[src/rtl/cache_req_queue_pkg.sv]
// +--------------------------------------------------------------------+
// | dram_cache_pkg: shared entry type, AR FSM states, entry constants  |
// | Rev 1.0                                                            |
// +--------------------------------------------------------------------+
`default_nettype none

package dram_cache_pkg;

  localparam int ENTRY_W     = 81;
  localparam int LINE_OFFSET = 6;

  typedef struct packed {
    logic        wr;
    logic [15:0] id;
    logic [63:0] addr;
  } req_entry_t;

  typedef enum logic [0:0] {
    AR_IDLE = 1'b0,
    AR_WAIT = 1'b1
  } ar_state_t;

endpackage

`default_nettype wire

[src/rtl/cache_req_queue_if.sv]
// +--------------------------------------------------------------------+
// | cache_req_queue_if: host request, AR tag-read and head ports       |
// | Rev 1.0                                                            |
// +--------------------------------------------------------------------+
`default_nettype none

interface cache_req_queue_if
  import dram_cache_pkg::*;
#(
  parameter int DEPTH = 8
);
  localparam int CW = $clog2(DEPTH) + 1;

  logic               req_valid_i;
  logic               req_ready_o;
  logic               req_wr_i;
  logic [15:0]        req_id_i;
  logic [63:0]        req_addr_i;
  logic               arvalid_o;
  logic               arready_i;
  logic [63:0]        araddr_o;
  logic [ENTRY_W-1:0] fifo_data_o;
  logic               head_valid_o;
  logic               head_pop_i;
  logic [CW-1:0]      count_o;

  modport slave (
    input  req_valid_i, req_wr_i, req_id_i, req_addr_i, arready_i, head_pop_i,
    output req_ready_o, arvalid_o, araddr_o, fifo_data_o, head_valid_o, count_o
  );

  modport master (
    output req_valid_i, req_wr_i, req_id_i, req_addr_i, arready_i, head_pop_i,
    input  req_ready_o, arvalid_o, araddr_o, fifo_data_o, head_valid_o, count_o
  );

endinterface

`default_nettype wire

[src/rtl/cache_req_queue_ptr_fifo.sv]
// +--------------------------------------------------------------------+
// | req_ptr_fifo: entry storage with wrap-bit wr/rd pointers           |
// | Rev 1.0                                                            |
// +--------------------------------------------------------------------+
`default_nettype none

module req_ptr_fifo
  import dram_cache_pkg::*;
#(
  parameter int  DEPTH = 8,
  localparam int AW    = $clog2(DEPTH),
  localparam int PW    = AW + 1
) (
  input  wire logic          clk,
  input  wire logic          rst_n,
  input  wire logic          i_push,
  input  req_entry_t         i_data,
  input  wire logic          i_pop,
  input  wire logic [PW-1:0] i_peek_ptr,
  output req_entry_t         o_rd_data,
  output req_entry_t         o_peek_data,
  output logic      [PW-1:0] o_wr_ptr,
  output logic      [PW-1:0] o_rd_ptr,
  output logic      [PW-1:0] o_count,
  output logic               o_full
);

  req_entry_t        r_mem [DEPTH];
  logic     [PW-1:0] r_wr_ptr;
  logic     [PW-1:0] r_rd_ptr;

  // Storage is cleared on reset so the head reads zero until the first push.
  always_ff @(posedge clk) begin
    if (!rst_n) begin
      for (int i = 0; i < DEPTH; i++) begin
        r_mem[i] <= '0;
      end
      r_wr_ptr <= '0;
      r_rd_ptr <= '0;
    end else begin
      if (i_push) begin
        r_mem[r_wr_ptr[AW-1:0]] <= i_data;
        r_wr_ptr                <= r_wr_ptr + PW'(1);
      end
      if (i_pop) begin
        r_rd_ptr <= r_rd_ptr + PW'(1);
      end
    end
  end

  assign o_rd_data   = r_mem[r_rd_ptr[AW-1:0]];
  assign o_peek_data = r_mem[i_peek_ptr[AW-1:0]];
  assign o_wr_ptr    = r_wr_ptr;
  assign o_rd_ptr    = r_rd_ptr;
  assign o_count     = r_wr_ptr - r_rd_ptr;
  assign o_full      = (o_count == PW'(DEPTH));

endmodule

`default_nettype wire

[src/rtl/cache_req_queue.sv]
// +--------------------------------------------------------------------+
// | cache_req_queue: request queue issuing in-order AR tag lookups     |
// | Rev 1.0                                                            |
// +--------------------------------------------------------------------+
`default_nettype none

module cache_req_queue
  import dram_cache_pkg::*;
#(
  parameter int          DEPTH        = 8,
  parameter int          TAG_BIT_SIZE = 8,
  parameter int          INDEX_BITS   = 10,
  parameter logic [63:0] TAG_BASE     = 64'h0000_0001_0000_0000
) (
  input wire logic       clk,
  input wire logic       rst_n,
  cache_req_queue_if.slave bus
);

  localparam int PW = $clog2(DEPTH) + 1;

  if (DEPTH < 2 || (DEPTH & (DEPTH - 1)) != 0 || TAG_BIT_SIZE < 1 ||
      INDEX_BITS < 1 || LINE_OFFSET + INDEX_BITS > 64) begin : g_param_check
    $error("cache_req_queue: illegal parameter combination");
  end

  req_entry_t           w_push_entry;
  req_entry_t           w_head_entry;
  req_entry_t           w_ar_entry;
  logic                 w_push;
  logic                 w_pop;
  logic                 w_full;
  logic                 w_head_valid;
  logic [PW-1:0]        w_wr_ptr;
  logic [PW-1:0]        w_rd_ptr;
  logic [PW-1:0]        w_count;
  logic [INDEX_BITS-1:0] w_ar_index;
  logic [63:0]          w_ar_addr;
  logic                 w_unused_entry;

  ar_state_t            r_state;
  logic [PW-1:0]        r_ar_ptr;
  logic                 r_arvalid;
  logic [63:0]          r_araddr;

  assign w_push_entry = '{wr: bus.req_wr_i, id: bus.req_id_i, addr: bus.req_addr_i};
  assign w_push       = bus.req_valid_i && !w_full;
  assign w_head_valid = (w_rd_ptr != r_ar_ptr);
  assign w_pop        = bus.head_pop_i && w_head_valid;

  req_ptr_fifo #(
    .DEPTH (DEPTH)
  ) u_fifo (
    .clk         (clk),
    .rst_n       (rst_n),
    .i_push      (w_push),
    .i_data      (w_push_entry),
    .i_pop       (w_pop),
    .i_peek_ptr  (r_ar_ptr),
    .o_rd_data   (w_head_entry),
    .o_peek_data (w_ar_entry),
    .o_wr_ptr    (w_wr_ptr),
    .o_rd_ptr    (w_rd_ptr),
    .o_count     (w_count),
    .o_full      (w_full)
  );

  // Each tag slot is 8 bytes, indexed by the set bits of the line address.
  assign w_ar_index     = w_ar_entry.addr[LINE_OFFSET+INDEX_BITS-1:LINE_OFFSET];
  assign w_ar_addr      = TAG_BASE + ({{(64-INDEX_BITS){1'b0}}, w_ar_index} << 3);
  assign w_unused_entry = ^{w_ar_entry.wr, w_ar_entry.id, w_ar_entry.addr};

  always_ff @(posedge clk) begin
    if (!rst_n) begin
      r_state   <= AR_IDLE;
      r_ar_ptr  <= '0;
      r_arvalid <= 1'b0;
      r_araddr  <= '0;
    end else begin
      case (r_state)
        AR_IDLE: begin
          if (r_ar_ptr != w_wr_ptr) begin
            r_araddr  <= w_ar_addr;
            r_arvalid <= 1'b1;
            r_state   <= AR_WAIT;
          end
        end
        AR_WAIT: begin
          // Returning through IDLE gives the bubble between consecutive ARs.
          if (bus.arready_i) begin
            r_arvalid <= 1'b0;
            r_ar_ptr  <= r_ar_ptr + PW'(1);
            r_state   <= AR_IDLE;
          end
        end
        default: begin
          r_arvalid <= 1'b0;
          r_state   <= AR_IDLE;
        end
      endcase
    end
  end

  assign bus.req_ready_o  = !w_full;
  assign bus.arvalid_o    = r_arvalid;
  assign bus.araddr_o     = r_araddr;
  assign bus.fifo_data_o  = w_head_entry;
  assign bus.head_valid_o = w_head_valid;
  assign bus.count_o      = w_count;

endmodule

`default_nettype wire

[src/flat_wrapper.sv]
// flat-port wrapper written by rule: the top's interface ports become plain ports
module cache_req_queue_flat import dram_cache_pkg::*;
#(
  parameter int          DEPTH        = 8,
  parameter int          TAG_BIT_SIZE = 8,
  parameter int          INDEX_BITS   = 10,
  parameter logic [63:0] TAG_BASE     = 64'h0000_0001_0000_0000
)
  (clk, rst_n, bus_req_valid_i, bus_req_wr_i, bus_req_id_i, bus_req_addr_i, bus_arready_i, bus_head_pop_i, bus_req_ready_o, bus_arvalid_o, bus_araddr_o, bus_fifo_data_o, bus_head_valid_o, bus_count_o);
  cache_req_queue_if #(.DEPTH(DEPTH)) bus_i ();
  input wire logic clk;
  input wire logic rst_n;
  input wire logic [$bits(bus_i.req_valid_i)-1:0] bus_req_valid_i;
  input wire logic [$bits(bus_i.req_wr_i)-1:0] bus_req_wr_i;
  input wire logic [$bits(bus_i.req_id_i)-1:0] bus_req_id_i;
  input wire logic [$bits(bus_i.req_addr_i)-1:0] bus_req_addr_i;
  input wire logic [$bits(bus_i.arready_i)-1:0] bus_arready_i;
  input wire logic [$bits(bus_i.head_pop_i)-1:0] bus_head_pop_i;
  output wire logic [$bits(bus_i.req_ready_o)-1:0] bus_req_ready_o;
  output wire logic [$bits(bus_i.arvalid_o)-1:0] bus_arvalid_o;
  output wire logic [$bits(bus_i.araddr_o)-1:0] bus_araddr_o;
  output wire logic [$bits(bus_i.fifo_data_o)-1:0] bus_fifo_data_o;
  output wire logic [$bits(bus_i.head_valid_o)-1:0] bus_head_valid_o;
  output wire logic [$bits(bus_i.count_o)-1:0] bus_count_o;
  assign bus_i.req_valid_i = bus_req_valid_i;
  assign bus_i.req_wr_i = bus_req_wr_i;
  assign bus_i.req_id_i = bus_req_id_i;
  assign bus_i.req_addr_i = bus_req_addr_i;
  assign bus_i.arready_i = bus_arready_i;
  assign bus_i.head_pop_i = bus_head_pop_i;
  assign bus_req_ready_o = bus_i.req_ready_o;
  assign bus_arvalid_o = bus_i.arvalid_o;
  assign bus_araddr_o = bus_i.araddr_o;
  assign bus_fifo_data_o = bus_i.fifo_data_o;
  assign bus_head_valid_o = bus_i.head_valid_o;
  assign bus_count_o = bus_i.count_o;
  cache_req_queue #(.DEPTH(DEPTH), .TAG_BIT_SIZE(TAG_BIT_SIZE), .INDEX_BITS(INDEX_BITS), .TAG_BASE(TAG_BASE)) u_core (.clk(clk), .rst_n(rst_n), .bus(bus_i));
endmodule
[config.mk]
export PLATFORM = sky130hd
export DESIGN_NAME = cache_req_queue_flat
export DESIGN_NICKNAME = d
export VERILOG_FILES = /design/src/rtl/cache_req_queue_pkg.sv /design/src/rtl/cache_req_queue_if.sv /design/src/rtl/cache_req_queue_ptr_fifo.sv /design/src/rtl/cache_req_queue.sv /design/src/flat_wrapper.sv
export SDC_FILE = /design/constraint.sdc
export NUM_CORES = 1
export LEC_CHECK = 0
export ABC_AREA = 1
export CELL_PAD_IN_SITES_DETAIL_PLACEMENT = 1
export CELL_PAD_IN_SITES_GLOBAL_PLACEMENT = 2
export CORE_ASPECT_RATIO = 1.5
export CORE_UTILIZATION = 35
export DETAILED_ROUTE_END_ITERATION = 6
export GPL_ROUTABILITY_DRIVEN = 0
export GPL_TIMING_DRIVEN = 0
export PLACE_DENSITY = 0.87
export SETUP_SLACK_MARGIN = 0.3
export SKIP_CTS_REPAIR_TIMING = 1
export SYNTH_ARGS = -nofsm -noshare
export SYNTH_HDL_FRONTEND = slang
export SYNTH_HIERARCHICAL = 1
export SYNTH_SLANG_ARGS = --single-unit
export TNS_END_PERCENT = 10
[constraint.sdc]
create_clock -name clk -period 5.9 [get_ports clk]
set_clock_uncertainty 0.15 [all_clocks]
set_input_delay 1.18 -clock clk [delete_from_list [all_inputs] [get_ports clk]]
set_output_delay 1.18 -clock clk [all_outputs]
set_load 0.02 [all_outputs]
==> After elaboration in Yosys (flattened, before gate mapping) <==
Memory sizes are Yosys's and may differ from the RTL's. A register that Yosys moved wholly into a read port is not among the register bits.
Index checks and enable logic that the tools add are counted.
{ "totals": {"register_bits": 78, "mem_bits_rw": 648, "inputBits": 86, "output_inout_bits": 152, "word_cells": 42, "n_memories": 1} }
{ "op_classes": {"n_addsub": 5, "n_eq_ne": 5, "muxes": 17, "bitwise_logic": 1, "n_reduce_logical": 7} }
{ "memory_table": {"columns": ["memory", "depth", "width", "read_ports", "rd_clocked_by_memory_dff", "wr", "line", "source"], "rows": [
  ["u_core.u_fifo.r_mem", 8, 81, 2, 2, 8, "cache_req_queue_ptr_fifo.sv:28", "req_entry_t r_mem [DEPTH];"]
]} }
{ "ops": {"columns": ["operator", "n"], "rows": [
  ["2-to-1 mux 81 bit", 1],
  ["OR reduction 81 bit", 1],
  ["adder 33 x 13 -> 34 bit, first input constant", 1],
  ["2-to-1 mux 3 bit", 5],
  ["adder 4 x 1 -> 4 bit, second input constant", 3],
  ["2-to-1 mux 1 bit", 9],
  ["inequality test 4 bit", 2],
  ["AND reduction 2 bit", 3],
  ["equality test 4 bit, second input constant", 1],
  ["case mux 1 bit (2 select lines)", 2],
  ["subtractor 4 bit", 1],
  ["logical AND 1 bit", 2],
  ["inequality test 2 x 1 -> 1 bit, second input constant", 1],
  ["inequality test 2 bit, second input constant", 1],
  ["zero test 1 bit", 1],
  ["NOT 1 bit", 1]
]} }

==> Depth between registers and ports, before layout <==
{ "logic_depth": {"depth_word": 9, "mapped_depth": 14, "mapped_depth_nobuf": 14} }

==> Modules after synthesis <==
The synthesis kept the hierarchy.
{ "by_module_without_submodules": {"columns": ["mod", "n_inst", "cells_per_inst", "area_per_inst_um2", "seq_area_each_um2"], "rows": [
  ["req_ptr_fifo", 1, 5189, 38036.5, 19678.9],
  ["cache_req_queue", 1, 184, 1320.0, 340.3]
]} }

==> Least setup slack after synthesis <==
Ideal clock, no wire load.
{ "synth_path": {"path_kind": "register to register", "start": "register u_core.u_fifo.r_wr_ptr[0] (netlist: u_core/u_fifo/o_wr_ptr[0])", "end": "memory u_core/u_fifo/r_mem[0][0] (netlist name), enable pin", "setup_ns": 0.442, "arrival_time_ns": 4.065, "required_time_ns": 5.308, "setup_slack_ns": 1.243, "path_stages_with_launch": 14, "n_path_buf": 1, "period_less_slack_ns": 4.657, "path_cell_list": "dfxtp_1 -> inv_1 -> ha_1 -> inv_1 -> fa_1 -> nor2_1 -> nand2_1 -> nor2_1 -> nor2_1 -> inv_1 -> nor3_4 -> nand2_2 -> buf_6 -> nand2_1"} }
{ "synth_rtl": {"columns": ["item", "line", "source"], "rows": [
  ["start: declaration", "cache_req_queue_ptr_fifo.sv:29", "logic [PW-1:0] r_wr_ptr;"],
  ["start signal: assignment", "cache_req_queue_ptr_fifo.sv:43", "r_wr_ptr <= r_wr_ptr + PW'(1);"],
  ["end: declaration", "cache_req_queue_ptr_fifo.sv:28", null]
]} }

==> flow_summary_export.csv <==
group,metric,value,unit
cells_and_area,layout-drive-gt1-share,7.07,%
synth,synth_area,0.0341,mm²
grt,grt_max_degree,55,
clocking,htree_levels,3,
grt,grt_usage,22.6,%
timing,setup_violations,0,
timing,max_freq,199,MHz
status,status,"finished clean",
pwr,leakage,18.9,nW
pwr,clkPwrFrac,31.7,%
pwr,power_density,334,mW/mm²
floorplan,ioPinCount,238,
critical_path,startpoint_type,"flop",
floorplan,placeableCoreArea,0.0962,mm²
critical_path,cp.arrival,3.70,ns
clocking,cts_buffers,69,
critical_path,required,4.57,ns
floorplan,die_x,257,µm
critical_path,timing.rr.end,"u_core/u_fifo/r_mem[1][20]",
min_path,min_path_type,"flop to flop",
cells_and_area,area_growth,17.5,%
timing,tightest_slew,1.24,ns
critical_path,reg2reg_from,"u_core/u_fifo/o_wr_ptr[0]",
route,first_pass_iters,5,
place,dp_cells,5594,
grt,met1_usage,25.2,%
route,num_vias,26900,
grt,grt-busiest-layer,"met2",
timing,period_share,85.3,%
critical_path,worstPathMaxFanout,10,
grt,first_global_vias,28500,
synth,yosysWarnings,6,
critical_path,worstSetupEndpoint,"bus_fifo_data_o[2]",
timing,hold_violations,0,
pwr,seq_power_share,42.6,%
clocking,path_clk_slew,0.06,ns
clocking,clock-sinks,676,
timing,setup_tns,0,ns
grt,grt_first_pass_wirelength,167,mm
pwr,power_switching_share,31.8,%
timing,relSlewSlack,17.2,%
cells_and_area,fillers,11400,
grt,met2_usage,43.3,%
floorplan,rows,139,
clocking,clock_latency,0.64,ns
grt,use_met3,2.89,%
critical_path,critPathKind,"flop to primary output",
critical_path,endpoint_kind,"primary output",
floorplan,dieHeight,384,µm
place,numPortBuffers,184,
route,wl,111,mm
synth,avgSynthCellArea,8.35,µm²
route,vias_per_cell,4.72,
timing,period_minus_slack,5.03,ns
grt,antenna_found_initial,0,
clocking,cts_tree,"yes",
route,drtIter0Drc,1493,
critical_path,reg2reg_slack,1.09,ns
route,wl_per_cell,19.4,µm
pwr,power.internal,9.11,mW
flow_run,cap_violations,0,
cells_and_area,diodes,0,
critical_path,reg2regPathDepth,14,
pwr,ir_drop,169,µV
pwr,p_switching,4.25,mW
timing,rsz0062_at_grt,"false",
cells_and_area,layout.nets,4489,
synth,syn_inst,4081,
timing,slew_violations,0,
timing,hold_slack,0.302,ns
floorplan,dieArea,0.0987,mm²
floorplan,start_util,35.4,%
pwr,p_comb_share,25.7,%
clocking,cts_buffer_depth,3,
clocking,cts_root_buf,"clkbuf_16",
route,ant_nets,0,
route,drc,0,
grt,grt_overflow,0,
place,hpwl,75.8,mm
cells_and_area,final_cell_count_no_fill,5712,
-- state kept, by name, indices dropped and copies added, names as in the netlist, named ones only --
name                    cells
u_core/u_fifo/r_mem       648
u_core/bus.araddr_o        11
u_core/r_ar_ptr             4
u_core/u_fifo/o_rd_ptr      4
u_core/u_fifo/o_wr_ptr      4
u_core/bus.arvalid_o        1
u_core/r_state              1
-- how the worst min path moves through the flow --
stage,startpoint,to,depth (start not counted)
finish,u_core/bus.araddr_o[32],u_core/bus.araddr_o[32],2
global route,u_core/bus.araddr_o[32],u_core/bus.araddr_o[32],2
CTS,u_core/bus.araddr_o[32],u_core/bus.araddr_o[32],2
detailed placement,u_core/bus.araddr_o[32],u_core/bus.araddr_o[32],2
global placement,u_core/bus.araddr_o[32],u_core/bus.araddr_o[32],2
floorplan,u_core/r_state,u_core/r_state,2
-- metal layers --
| layer | vias to the layer above | wire length, µm |
|---|---|---|
| li1 | 12900 | - |
| met1 | 13200 | 43100 |
| met2 | 616 | 59800 |
| met3 | 166 | 4620 |
| met4 | 0 | 3570 |
| met5 | - | 0 |
-- final cells by class --
class	count	area, µm²	share of cell area (%)
Sequential cell	676	20000	50.0
Multi-Input combinational cell	2397	9750	24.3
Inverter	776	2910	7.27
Timing Repair Buffer	192	2050	5.13
Clock buffer	90	1850	4.61
Buffer	284	1670	4.16
Tap cell	1269	1590	3.96
Clock inverter	28	234	0.584
-- critical path: stages, from the launching register on --
cell,delay [ns]
dfxtp_1,0.29
buf_2,0.27
inv_2,0.44
buf_2,0.48
buf_2,0.37
nand3_1,0.13
nand2_1,0.07
nand2_1,0.06
nand2_1,0.24
clkdlybuf4s50_1,0.67
-- power by group through the flow --
| stage | sequential [mW] | clock [mW] | combinational, mW |
|---|---|---|---|
| floorplan | 5.83 | 0 | 1.97 |
| global placement | 5.83 | 0 | 3.37 |
| detailed placement | 5.80 | 0 | 3.47 |
| CTS | 5.70 | 4.33 | 3.49 |
| global route | 5.73 | 4.48 | 3.78 |
| finish | 5.70 | 4.23 | 3.43 |
-- through the flow --
| step | setup slack [ns] | utilization (%) | power, mW | area, µm² |
|---|---|---|---|---|
| final | 0.867 | 41.7 | 13.4 | 40100 |
| after CTS | 0.846 | 41.7 | 13.5 | 40100 |
| after detailed placement | 0.749 | 39.5 | 9.27 | 38000 |
| after floorplan | 1.24 | - | 7.80 | 34300 |
| after global placement | -1.86 | 39.2 | 9.20 | 37700 |
| after global routing | 0.772 | 41.7 | 14.0 | 40100 |
-- cell usage in the layout (no fill, tap or decap) --
cell type and count:
nor2_4 1, buf_6 36, dfxtp_1 28, inv_1 766
buf_12 1, nor3_1 2, clkdlybuf4s50_1 184, nor2_2 1
o21ai_0 7, clkbuf_16 71, o21ai_1 1, fa_1 1
clkinv_2 8, buf_1 23, buf_16 7, a21oi_1 22
nand2_2 5, nand2_1 1228, nor2_1 677, clkinv_1 13
conb_1 53, nand3_1 368, nand2_4 8, clkbuf_2 1
bufinv_16 4, xor2_1 4, nand3_2 9, buf_4 57
a21boi_0 2, nor3_4 1, clkbuf_1 95, inv_2 10
edfxtp_1 648, buf_2 91, ha_1 6, xnor2_1 1
clkinvlp_4 1, inv_6 2
No activity file was read; power rests on OpenSTA's default activity.
==> patch (same flow settings) <==
`DEPTH` is set to 8 in 4 places; all go to 4.
--- a/src/rtl/cache_req_queue_if.sv
+++ b/src/rtl/cache_req_queue_if.sv
@@ -7,7 +7,7 @@
 interface cache_req_queue_if
   import dram_cache_pkg::*;
 #(
-  parameter int DEPTH = 8
+  parameter int DEPTH = 4
 );
   localparam int CW = $clog2(DEPTH) + 1;
 
--- a/src/rtl/cache_req_queue_ptr_fifo.sv
+++ b/src/rtl/cache_req_queue_ptr_fifo.sv
@@ -7,7 +7,7 @@
 module req_ptr_fifo
   import dram_cache_pkg::*;
 #(
-  parameter int  DEPTH = 8,
+  parameter int  DEPTH = 4,
   localparam int AW    = $clog2(DEPTH),
   localparam int PW    = AW + 1
 ) (
--- a/src/rtl/cache_req_queue.sv
+++ b/src/rtl/cache_req_queue.sv
@@ -7,7 +7,7 @@
 module cache_req_queue
   import dram_cache_pkg::*;
 #(
-  parameter int          DEPTH        = 8,
+  parameter int          DEPTH        = 4,
   parameter int          TAG_BIT_SIZE = 8,
   parameter int          INDEX_BITS   = 10,
   parameter logic [63:0] TAG_BASE     = 64'h0000_0001_0000_0000
--- a/src/flat_wrapper.sv
+++ b/src/flat_wrapper.sv
@@ -1,7 +1,7 @@
 // flat-port wrapper written by rule: the top's interface ports become plain ports
 module cache_req_queue_flat import dram_cache_pkg::*;
 #(
-  parameter int          DEPTH        = 8,
+  parameter int          DEPTH        = 4,
   parameter int          TAG_BIT_SIZE = 8,
   parameter int          INDEX_BITS   = 10,
   parameter logic [63:0] TAG_BASE     = 64'h0000_0001_0000_0000
Interface: changed (resized bus_count_o); port bits go from 238 to 237. The function was not compared with the original's and may differ.
==> patch against the original RTL <==
The run now ends with design-rule violations left; final area is 49% lower; critical path depth is 3 lower; area after synthesis is 51% lower; fmax is 14% higher; worst setup slack better by 620 ps; routed wire length is 56% lower; core utilization is 2.5 points higher; sequential cell count is 328 lower; total power is 27% lower; register-to-register slack better by 430 ps; largest power group is now combinational logic.
==> patch: results (changes against the original RTL) <==
[global_routing]
grt_max_degree=53  ; was 55
track_usage_pct=20.0  ; was 22.6%
grt_pass1_wl_um=73900  ; was 167000 um
grt_pass1_vias=13700  ; was 28500

[layout]
drive_above_1_share_pct=7.85  ; was 7.07%
layout.nets=2233  ; was 4489

[power_and_ir_drop]
irDropWorstVdd_uv=172  ; was 169 uV
p_leak_nw=8.89  ; was 18.9 nW

[route]
wl_met1_um=18500  ; was 43100 um
remaining_drc_errors=13  ; was 0
wl_per_cell_um=17.5  ; was 19.4 um
dr_wl_met2_um=26400  ; was 59800 um
dr.pass1.iters=7  ; was 5
avgViaCountPerCell=4.65  ; was 4.72
drt_iter0_drc=541  ; was 1493
vias=12800  ; was 26900

[placed_design]
numPortBuffers=183  ; was 184
place_inst=2698  ; was 5594
dp.final_hpwl_um=33600  ; was 75800 um
pre_cts_slack_ps=1330  ; was 749 ps

[status]
status=complete, but fails checks  ; was finished, final reports clean
failed_checks=design-rule violations

[logic_synthesis]
synth_area_per_cell_um2=8.91  ; was 8.35 um^2

[cts]
clk_latency_ps=520  ; was 640 ps
cts-buffers-inserted=36  ; was 69

[timing]
worstMarginPinSlew_ps=916  ; was 1240 ps

-- patch: layout make-up --
class                           count  area [um^2]
Sequential cell                   348        10200
Clock inverter                     18          139
Buffer                            161          931
Inverter                          278         1040
Timing Repair Buffer              189         1970
Tap cell                          594          743
Clock buffer                       44          952
Fill cell                        5460        26100
Multi-Input combinational cell   1128         4640
-- patch: worst paths after layout --
path / endpoint / slack, ps / startpoint / cells past startpoint
worst max-delay path: bus_fifo_data_o[0] / 1490 / register / 6
worst min-delay path: u_core/bus.arvalid_o / 300 / u_core/bus.arvalid_o / 2
worst max register to register: u_core/u_fifo/r_mem[0][43] / 1520 / u_core/u_fifo/o_wr_ptr[0] / 17
worst min register to register: u_core/bus.arvalid_o / 300 / u_core/bus.arvalid_o / 2
-- patch: power breakdown --
part	switching, W	internal [W]
sequential	0.000173	0.00333
combinational	0.00260	0.00142
clock	0.000934	0.00123
-- patch: stage by stage --
step / instance area, um^2 / TNS (ps)
6_report: 20600 / 0
3_3_place_gp: 19400 / -250430
4_1_cts: 20600 / 0
3_5_place_dp: 19500 / 0
5_1_grt: 20600 / 0
2_1_floorplan: 16800 / 0
-- patch: metal layers --
| layer | vias to the layer above | GRT usage, % |
|---|---|---|
| li1 | 6258 | - |
| met1 | 6209 | 21.4 |
| met2 | 279 | 39.3 |
| met3 | 97 | 2.36 |
| met4 | 0 | 8.48 |
| met5 | - | 0 |
-- patch: tightest hold or removal path, delay by kind of cell, from the launching register on --
family          cells  cell delay, ps
compound gates      1              50
buf+inv             1              50
flops               1             310
